[config.mk]
export PLATFORM = sky130hd
export DESIGN_NAME = laser_cover_check
export DESIGN_NICKNAME = d
export VERILOG_FILES = /design/src/rtl/laser_cover_check.sv
export SDC_FILE = /design/constraint.sdc
export NUM_CORES = 1
export LEC_CHECK = 0
export CORE_MARGIN = 4
export CORE_UTILIZATION = 37
export DETAILED_ROUTE_END_ITERATION = 8
export SKIP_LAST_GASP = 1
export SLEW_MARGIN = 20
export SYNTH_ARGS = -nofsm -noshare
export SYNTH_HDL_FRONTEND = slang
export SYNTH_SLANG_ARGS = --single-unit
[constraint.sdc]
create_clock -name CLK -period 11.4 [get_ports CLK]
set_clock_uncertainty 0.05 [all_clocks]
set_input_delay 1.71 -clock CLK [delete_from_list [all_inputs] [get_ports CLK]]
set_output_delay 1.71 -clock CLK [all_outputs]
set_load 0.01 [all_outputs]
[src/rtl/laser_cover_check.sv]
`default_nettype none
// ============================================================================
//  Module      : laser_cover_check
//  Description : Buffers a 40-point target stream, latches the two laser
//                circle centres on DONE, then sweeps the stored points one per
//                cycle counting how many fall inside C1 or C2 (COVER_CNT) and
//                inside both (OVERLAP_CNT). The result is held until accepted.
//  Options     : LASER_COVER_OVERLAP_EN - builds the overlap test and counter;
//                when undefined OVERLAP_CNT is tied to zero.
//  Revision    : 1.0 - initial release
// ============================================================================
module laser_cover_check (
    input  logic       CLK,
    input  logic       RST,
    input  logic       IN_VALID,
    input  logic [3:0] X,
    input  logic [3:0] Y,
    input  logic [3:0] C1X,
    input  logic [3:0] C1Y,
    input  logic [3:0] C2X,
    input  logic [3:0] C2Y,
    input  logic       DONE,
    input  logic       RES_READY,
    output logic [5:0] COVER_CNT,
    output logic [5:0] OVERLAP_CNT,
    output logic       RES_VALID,
    output logic       BUSY,
    output logic       ERR
);

    localparam int         c_ITEM_NUM  = 40;
    localparam int         c_RADIUS    = 4;
    localparam logic [9:0] c_RADIUS_SQ = 10'(c_RADIUS * c_RADIUS);
    localparam logic [5:0] c_LAST_IDX  = 6'(c_ITEM_NUM - 1);

    localparam logic [2:0] c_IDLE      = 3'd0;
    localparam logic [2:0] c_LOAD      = 3'd1;
    localparam logic [2:0] c_WAIT_DONE = 3'd2;
    localparam logic [2:0] c_EVAL      = 3'd3;
    localparam logic [2:0] c_HOLD      = 3'd4;

    logic [2:0] r_state;
    logic [5:0] r_idx;
    logic [3:0] r_pt_x [0:c_ITEM_NUM-1];
    logic [3:0] r_pt_y [0:c_ITEM_NUM-1];
    logic [3:0] r_c1x;
    logic [3:0] r_c1y;
    logic [3:0] r_c2x;
    logic [3:0] r_c2y;
    logic [5:0] r_cover_cnt;
    logic       r_res_valid;
    logic       r_err;

    logic       w_store;
    logic       w_start_eval;
    logic [3:0] w_ex;
    logic [3:0] w_ey;
    logic       w_in_c1;
    logic       w_in_c2;

    // Squared-distance test; differences taken at 5-bit signed width so the
    // full 0..15 range of each coordinate difference is representable.
    function automatic logic f_inside(input logic [3:0] px, input logic [3:0] py,
                                      input logic [3:0] cx, input logic [3:0] cy);
        logic signed [4:0] dx;
        logic signed [4:0] dy;
        logic [4:0]        adx;
        logic [4:0]        ady;
        logic [9:0]        sq;
        dx  = $signed({1'b0, px}) - $signed({1'b0, cx});
        dy  = $signed({1'b0, py}) - $signed({1'b0, cy});
        adx = dx[4] ? 5'(-dx) : 5'(dx);
        ady = dy[4] ? 5'(-dy) : 5'(dy);
        sq  = 10'(adx) * 10'(adx) + 10'(ady) * 10'(ady);
        return (sq <= c_RADIUS_SQ);
    endfunction

    // Points are only accepted while collecting; IDLE always writes slot 0.
    assign w_store      = IN_VALID && ((r_state == c_IDLE) || (r_state == c_LOAD));
    assign w_start_eval = (r_state == c_WAIT_DONE) && DONE;

    assign w_ex    = r_pt_x[r_idx];
    assign w_ey    = r_pt_y[r_idx];
    assign w_in_c1 = f_inside(w_ex, w_ey, r_c1x, r_c1y);
    assign w_in_c2 = f_inside(w_ex, w_ey, r_c2x, r_c2y);

    // Point storage; contents are don't-care until a full load overwrites them.
    always_ff @(posedge CLK) begin
        if (w_store) begin
            r_pt_x[(r_state == c_IDLE) ? 6'd0 : r_idx] <= X;
            r_pt_y[(r_state == c_IDLE) ? 6'd0 : r_idx] <= Y;
        end
    end

    // Control FSM: index sequencing, centre latch, result handshake, error pulse.
    always_ff @(posedge CLK or posedge RST) begin
        if (RST) begin
            r_state     <= c_IDLE;
            r_idx       <= 6'd0;
            r_c1x       <= 4'd0;
            r_c1y       <= 4'd0;
            r_c2x       <= 4'd0;
            r_c2y       <= 4'd0;
            r_res_valid <= 1'b0;
            r_err       <= 1'b0;
        end else begin
            r_err <= 1'b0;
            case (r_state)
                c_IDLE: begin
                    if (DONE) begin
                        r_err <= 1'b1;
                    end
                    if (IN_VALID) begin
                        r_idx   <= 6'd1;
                        r_state <= c_LOAD;
                    end
                end
                c_LOAD: begin
                    if (DONE) begin
                        r_err <= 1'b1;
                    end
                    if (IN_VALID) begin
                        if (r_idx == c_LAST_IDX) begin
                            r_idx   <= 6'd0;
                            r_state <= c_WAIT_DONE;
                        end else begin
                            r_idx <= r_idx + 6'd1;
                        end
                    end
                end
                c_WAIT_DONE: begin
                    if (DONE) begin
                        r_c1x   <= C1X;
                        r_c1y   <= C1Y;
                        r_c2x   <= C2X;
                        r_c2y   <= C2Y;
                        r_idx   <= 6'd0;
                        r_state <= c_EVAL;
                    end
                end
                c_EVAL: begin
                    if (r_idx == c_LAST_IDX) begin
                        r_idx       <= 6'd0;
                        r_res_valid <= 1'b1;
                        r_state     <= c_HOLD;
                    end else begin
                        r_idx <= r_idx + 6'd1;
                    end
                end
                c_HOLD: begin
                    if (RES_READY) begin
                        r_res_valid <= 1'b0;
                        r_idx       <= 6'd0;
                        r_state     <= c_IDLE;
                    end
                end
                default: begin
                    r_idx   <= 6'd0;
                    r_state <= c_IDLE;
                end
            endcase
        end
    end

    // Coverage accumulator: cleared when the centres are latched, bumped per swept point.
    always_ff @(posedge CLK or posedge RST) begin
        if (RST) begin
            r_cover_cnt <= 6'd0;
        end else if (w_start_eval) begin
            r_cover_cnt <= 6'd0;
        end else if ((r_state == c_EVAL) && (w_in_c1 || w_in_c2)) begin
            r_cover_cnt <= r_cover_cnt + 6'd1;
        end
    end

`ifdef LASER_COVER_OVERLAP_EN
    logic [5:0] r_overlap_cnt;

    // Overlap accumulator: same timing as coverage, counts points in both circles.
    always_ff @(posedge CLK or posedge RST) begin
        if (RST) begin
            r_overlap_cnt <= 6'd0;
        end else if (w_start_eval) begin
            r_overlap_cnt <= 6'd0;
        end else if ((r_state == c_EVAL) && w_in_c1 && w_in_c2) begin
            r_overlap_cnt <= r_overlap_cnt + 6'd1;
        end
    end

    assign OVERLAP_CNT = r_overlap_cnt;
`else
    assign OVERLAP_CNT = 6'd0;
`endif

    assign COVER_CNT = r_cover_cnt;
    assign RES_VALID = r_res_valid;
    assign BUSY      = (r_state != c_IDLE);
    assign ERR       = r_err;

endmodule
`default_nettype wire
==> impl_metrics.tcl, run 1 <==
set metrics [dict create \
    die_y_um 225 \
    syn_avg_cell_area_um2 15.4 \
    fin_setup_tns_ns 0 \
    grt_start_max_net_pins 52 \
    tightest_slew_ns 0.958 \
    yosys.cell_types.count 62 \
    synth_seq_area_share_pct 59.9 \
    io_buffers 37 \
    finalMaxSlewViolations 0 \
    crit_arrival_ns 9.87 \
    post-route-period-util_pct 83.1 \
    drive_gt1_share_pct 15.8 \
    syn-cell-area_um2 17400 \
    layout_common_cells "320 x edfxtp_1, 102 x inv_1, 92 x nor2_1, 92 x mux4_2, 78 x ha_1" \
    global_route.usage.total_pct 15.1 \
    synth_cells 1130 \
    cts_root_buffer "clkbuf_16" \
    routed-via-count 9509 \
    start_kind "flop" \
    cp-end-kind "flop" \
    setup_viol 0 \
    place_congestion 0.793 \
    area_growth_pct 13.3 \
    max_freq_mhz 106 \
    grt_pass1_vias 9865 \
    cts_resized 0 \
    critPathMostFrequentCell "fa_1" \
    rsz0062_at_grt "no" \
    crit_type "reg -> reg" \
    diodes 0 \
    ant_nets 0 \
    wire_per_inst_um 20.8 \
    yosysWarnings 0 \
    clk_pin_slew_ns 0.06 \
    io_pins 44 \
    fp.dieW_um 225 \
    clock_latency_ns 0.53 \
    min_path_type "reg -> reg" \
    cts_tree "built" \
    drt_first_pass_iters 5 \
    antenna_found_initial 0 \
    numCtsBuffers 36 \
    status "completed" \
    ys_seq_elements 353 \
    worstPathRequired_ns 11.80 \
    post_cts.repair.setup_buffers 0 \
    hold_violations 0 \
    period_needed_ns 9.47 \
    clock_path_buffers 3 \
    critPathMaxFanout 29 \
    row_count 79 \
    drc 0 \
    cts-htree-levels 2 \
    initial_core_util_pct 37.4 \
    drv_cap 0 \
    hold-worst-slack_ns 0.486 \
    ys.flop_type "edfxtp_1" \
    synth_edf_count 320 \
    final_common_cell "edfxtp_1" \
    drt_iter0_markers 638 \
    cts_hold_buffers 0 \
    slowest_stage "dfrtp_4" \
    core_area_um2 46600 \
    relSlewSlack_pct 35.9 \
    crit_family "adder cells" \
    cp.buffers_inverters 4 \
    dieArea_um2 50600 \
    grt.overflow.total 0 \
    cts.sinks 353 \
    routed_wl_um 38000 \
    vias_per_cell 5.20 \
    cpPeakStageDelay_ns 0.81 \
    final_nets 1346 \
    grt_pass1_wl_um 59200 \
    hpwlAfterDp_um 25700 \
    async_flop_share_pct 9.35 \
]
-- cells by family after synthesis --
logic type	Yosys count	share of synthesized area [%]
compound gates	112	4.00
xor+xnor	25	1.41
fa+ha+maj	124	10.9
buf+inv	151	3.71
flops	353	59.9
mux	114	13.2
other cells	1	0.0215
simple gates	250	6.89
-- metal layers --
layer / up-vias / share of wire [%] / track usage (%)
li1: 4334 / - / -
met1: 4866 / 45 / 21.7
met2: 268 / 48 / 24.7
met3: 41 / 5.7 / 2.66
met4: 0 / 1.2 / 2.65
met5: - / 0 / 0
-- worst reg2reg max path, delay by kind of cell (launching register included) --
family | cells | cell delay (ns)
mux | 4 | 1.51
compound gates | 8 | 1.89
simple gates | 3 | 0.31
fa+ha+maj | 8 | 3.36
xor+xnor | 2 | 0.86
flops | 1 | 0.81
buf+inv | 4 | 0.59
-- final timing paths --
| kind | startpoint | to | cells after the start | slack [ns] |
|---|---|---|---|---|
| hold reg to reg | r_c1x[0] | r_c1x[0] | 2 | 0.49 |
| max in group asynchronous | RST | r_idx[0] | 3 | 9.40 |
| setup / recovery | r_idx[0] | COVER_CNT[1] | 29 | 1.93 |
| min in group asynchronous | RST | COVER_CNT[5] | 3 | 1.53 |
| hold / removal | r_c1x[0] | r_c1x[0] | 2 | 0.49 |
| setup reg to reg | r_idx[0] | COVER_CNT[1] | 29 | 1.93 |
-- final cells by class --
cell class | count | area, um2
Clock buffer | 42 | 975
Timing Repair Buffer | 60 | 568
Clock inverter | 24 | 211
Fill cell | 4141 | 26800
Tap cell | 607 | 759
Inverter | 103 | 387
Sequential cell | 353 | 10400
Multi-Input combinational cell | 639 | 6390
-- cells in the mapped netlist, drive strengths merged, types with 3 or more instances --
| cell type | instances | area share [%] |
|---|---|---|
| xnor2 | 9 | 0.45 |
| nand3 | 9 | 0.26 |
| o2111ai | 3 | 0.15 |
| dfrtp | 33 | 4.7 |
| a32oi | 4 | 0.20 |
| nand4 | 4 | 0.14 |
| mux2 | 3 | 0.19 |
| mux2i | 19 | 1.1 |
| and3 | 7 | 0.25 |
| or3 | 4 | 0.14 |
| o21ai | 38 | 1.1 |
| nor4 | 4 | 0.18 |
| o21bai | 3 | 0.13 |
| inv | 103 | 2.2 |
| clkbuf | 20 | 0.43 |
| nor3b | 6 | 0.26 |
| fa | 46 | 5.3 |
| mux4 | 92 | 12 |
| a21o | 3 | 0.13 |
| and2 | 4 | 0.14 |
| nor3 | 11 | 0.32 |
| nand2b | 11 | 0.40 |
| ha | 78 | 5.6 |
| a211oi | 9 | 0.39 |
| buf | 28 | 1.1 |
| a21oi | 33 | 0.95 |
| nand2 | 58 | 1.2 |
| or2 | 11 | 0.40 |
| nand3b | 5 | 0.22 |
| xor2 | 14 | 0.70 |
| nor2 | 92 | 2.0 |
| edfxtp | 320 | 55 |
| nor2b | 17 | 0.61 |
-- state kept, by name, indices dropped and copies added (netlist names), 3 cells and up --
signal / count
r_pt_x: 160
r_pt_y: 160
COVER_CNT: 6
r_idx: 6
r_c1x: 4
r_c1y: 4
r_c2x: 4
r_c2y: 4
r_state: 3
-- metrics by stage --
| stage | worst slack [ns] | std cells | area (um2) | utilization [%] |
|---|---|---|---|---|
| floorplan | 3.16 | 1143 | 17500 | - |
| global placement | 1.76 | 1761 | 18500 | 39.8 |
| detailed placement | 1.56 | 1761 | 18500 | 39.8 |
| CTS | 1.48 | 1827 | 19700 | 42.3 |
| global route | 1.16 | 1828 | 19700 | 42.4 |
| finish | 1.93 | 1828 | 19700 | 42.4 |
Power of run 1 is not shown: default switching activity piles up to over one toggle a cycle in this logic, so the estimate is an artifact.
==> run 2: changes to the inputs <==
Clock period 11.4 ns to 8.45 ns, I/O delays scaled along.
==> impl_metrics.tcl, run 2 (synthesized netlist as in run 1, its figures left out) <==
set metrics [dict create \
    grt_pass1_wl_um 58800 \
    routed_wl_um 38700 \
    grt_pass1_vias 10000 \
    antenna_found_initial 0 \
    cts_tree "built" \
    fillCellCount 4043 \
    period_needed_ns 8.26 \
    io_buffers 37 \
    crit_type "reg -> reg" \
    clock_path_buffers 3 \
    cp-end-kind "flop" \
    drt_iter0_markers 735 \
    top_regs "r_pt_x: 160 flops, r_pt_y: 160 flops" \
    drv_cap 0 \
    io_pins 44 \
    multi_input_area_um2 6800 \
    setup_viol 0 \
    cts_hold_buffers 0 \
    core_area_um2 46600 \
    global_route.usage.total_pct 15.1 \
    wire_per_inst_um 20.2 \
    drc 0 \
    cpPeakStageDelay_ns 0.59 \
    area_growth_pct 20.4 \
    max_freq_mhz 121 \
    initial_core_util_pct 37.4 \
    drt_first_pass_iters 5 \
    crit_arrival_ns 8.65 \
    tightest_slew_ns 1.12 \
    r2r_start "r_idx[0]" \
    clk_pin_slew_ns 0.07 \
    startpoint "r_idx[0]" \
    critPathMostFrequentCell "fa_1" \
    fp.dieW_um 225 \
    min_from "r_c2x[0]" \
    row_count 79 \
    layout_common_cells "320 x edfxtp_1, 102 x buf_4, 97 x inv_1" \
    finalMaxSlewViolations 0 \
    dieArea_um2 50600 \
    worstPathRequired_ns 8.85 \
    vias_per_cell 5.10 \
    relSlewSlack_pct 25.4 \
    ant_nets 0 \
    slowest_stage "fa_1" \
    final_core_util_pct 45.1 \
    final-seq-area_um2 10400 \
    diodes 0 \
    place_congestion 0.797 \
    min_path_type "reg -> reg" \
    clock_latency_ns 0.55 \
    numCtsBuffers 37 \
    drive_gt1_share_pct 26.5 \
    critPathMaxFanout 7 \
    start_kind "flop" \
    post-route-period-util_pct 97.7 \
    cts_root_buffer "clkbuf_16" \
    cts-htree-levels 2 \
    cts.sinks 353 \
    hpwlAfterDp_um 26600 \
    hold_violations 0 \
    final_common_cell "edfxtp_1" \
    grt_start_max_net_pins 41 \
    die_y_um 225 \
    final_nets 1441 \
    fin_setup_tns_ns 0 \
    routed-via-count 9793 \
    grt.overflow.total 0 \
    status "completed" \
]
## run 2: cell count changes in the layout (fill, tap and decap cells not counted), moves of 7 or more
cell | previous run | this run
buf_12 | 2 | 9
buf_4 | 21 | 102
clkbuf_1 | 2 | 10
nor2_1 | 92 | 84
nor2_2 | 0 | 7
## run 2: routing by layer
| layer | track usage [%] | up-vias | share of wire [%] |
|---|---|---|---|
| met5 | 0 | - | 0 |
| met1 | 21.4 | 4999 | 45 |
| met3 | 2.37 | 43 | 4.9 |
| li1 | - | 4521 | - |
| met2 | 25.0 | 230 | 49 |
| met4 | 3.28 | 0 | 1.7 |
## run 2: worst paths after layout
check	endpoint	slack, ns	cells after the start
worst max register to register	COVER_CNT[4]	0.19	27
max in group asynchronous	r_idx[0]	6.90	3
worst max-delay path	COVER_CNT[4]	0.19	27
min in group asynchronous	r_c2x[3]	1.08	3
worst min-delay path	r_c2x[0]	0.46	2
worst min register to register	r_c2x[0]	0.46	2
## run 2: worst max-delay path, delay by kind of cell (launching register included)
family                   cells  cell delay [ns]
adder cells (fa/ha/maj)      7             3.13
multiplexers                 3             1.23
AO/OA/AOI/OAI                9             1.98
buffers and inverters        5             0.64
AND/OR/NAND/NOR              3             0.55
flip-flops                   1             0.55
## run 2: what timing repair did
action / in CTS / in global routing
gates resized for setup: 6 / 88
setup endpoints to repair: 6 / 6
buffers inserted: 6 / 23
cloned: 0 / 2
pin swaps: 1 / 45
## run 2: per-stage QoR
stage / hold WS (ns) / cells / instance area (um2) / setup WS (ns)
after detailed placement: 0.430 / 1825 / 19100 / -0.221
after global routing: 0.483 / 1922 / 21000 / -0.0444
after global placement: 0.435 / 1825 / 19100 / 0.00292
after floorplan: 0.402 / 1143 / 17500 / 0.208
final: 0.458 / 1922 / 21000 / 0.191
after CTS: 0.455 / 1897 / 20400 / -0.0135
## run 2: final cells by class
class	count	share of cell area, %
clock buffers	48	4.71
clock inverters	18	0.918
inverters	103	1.84
multi-input cells	639	32.4
flip-flops and latches	353	49.8
well taps	607	3.62
repair buffers	154	6.74
Power of run 2 is left out for the same reason.
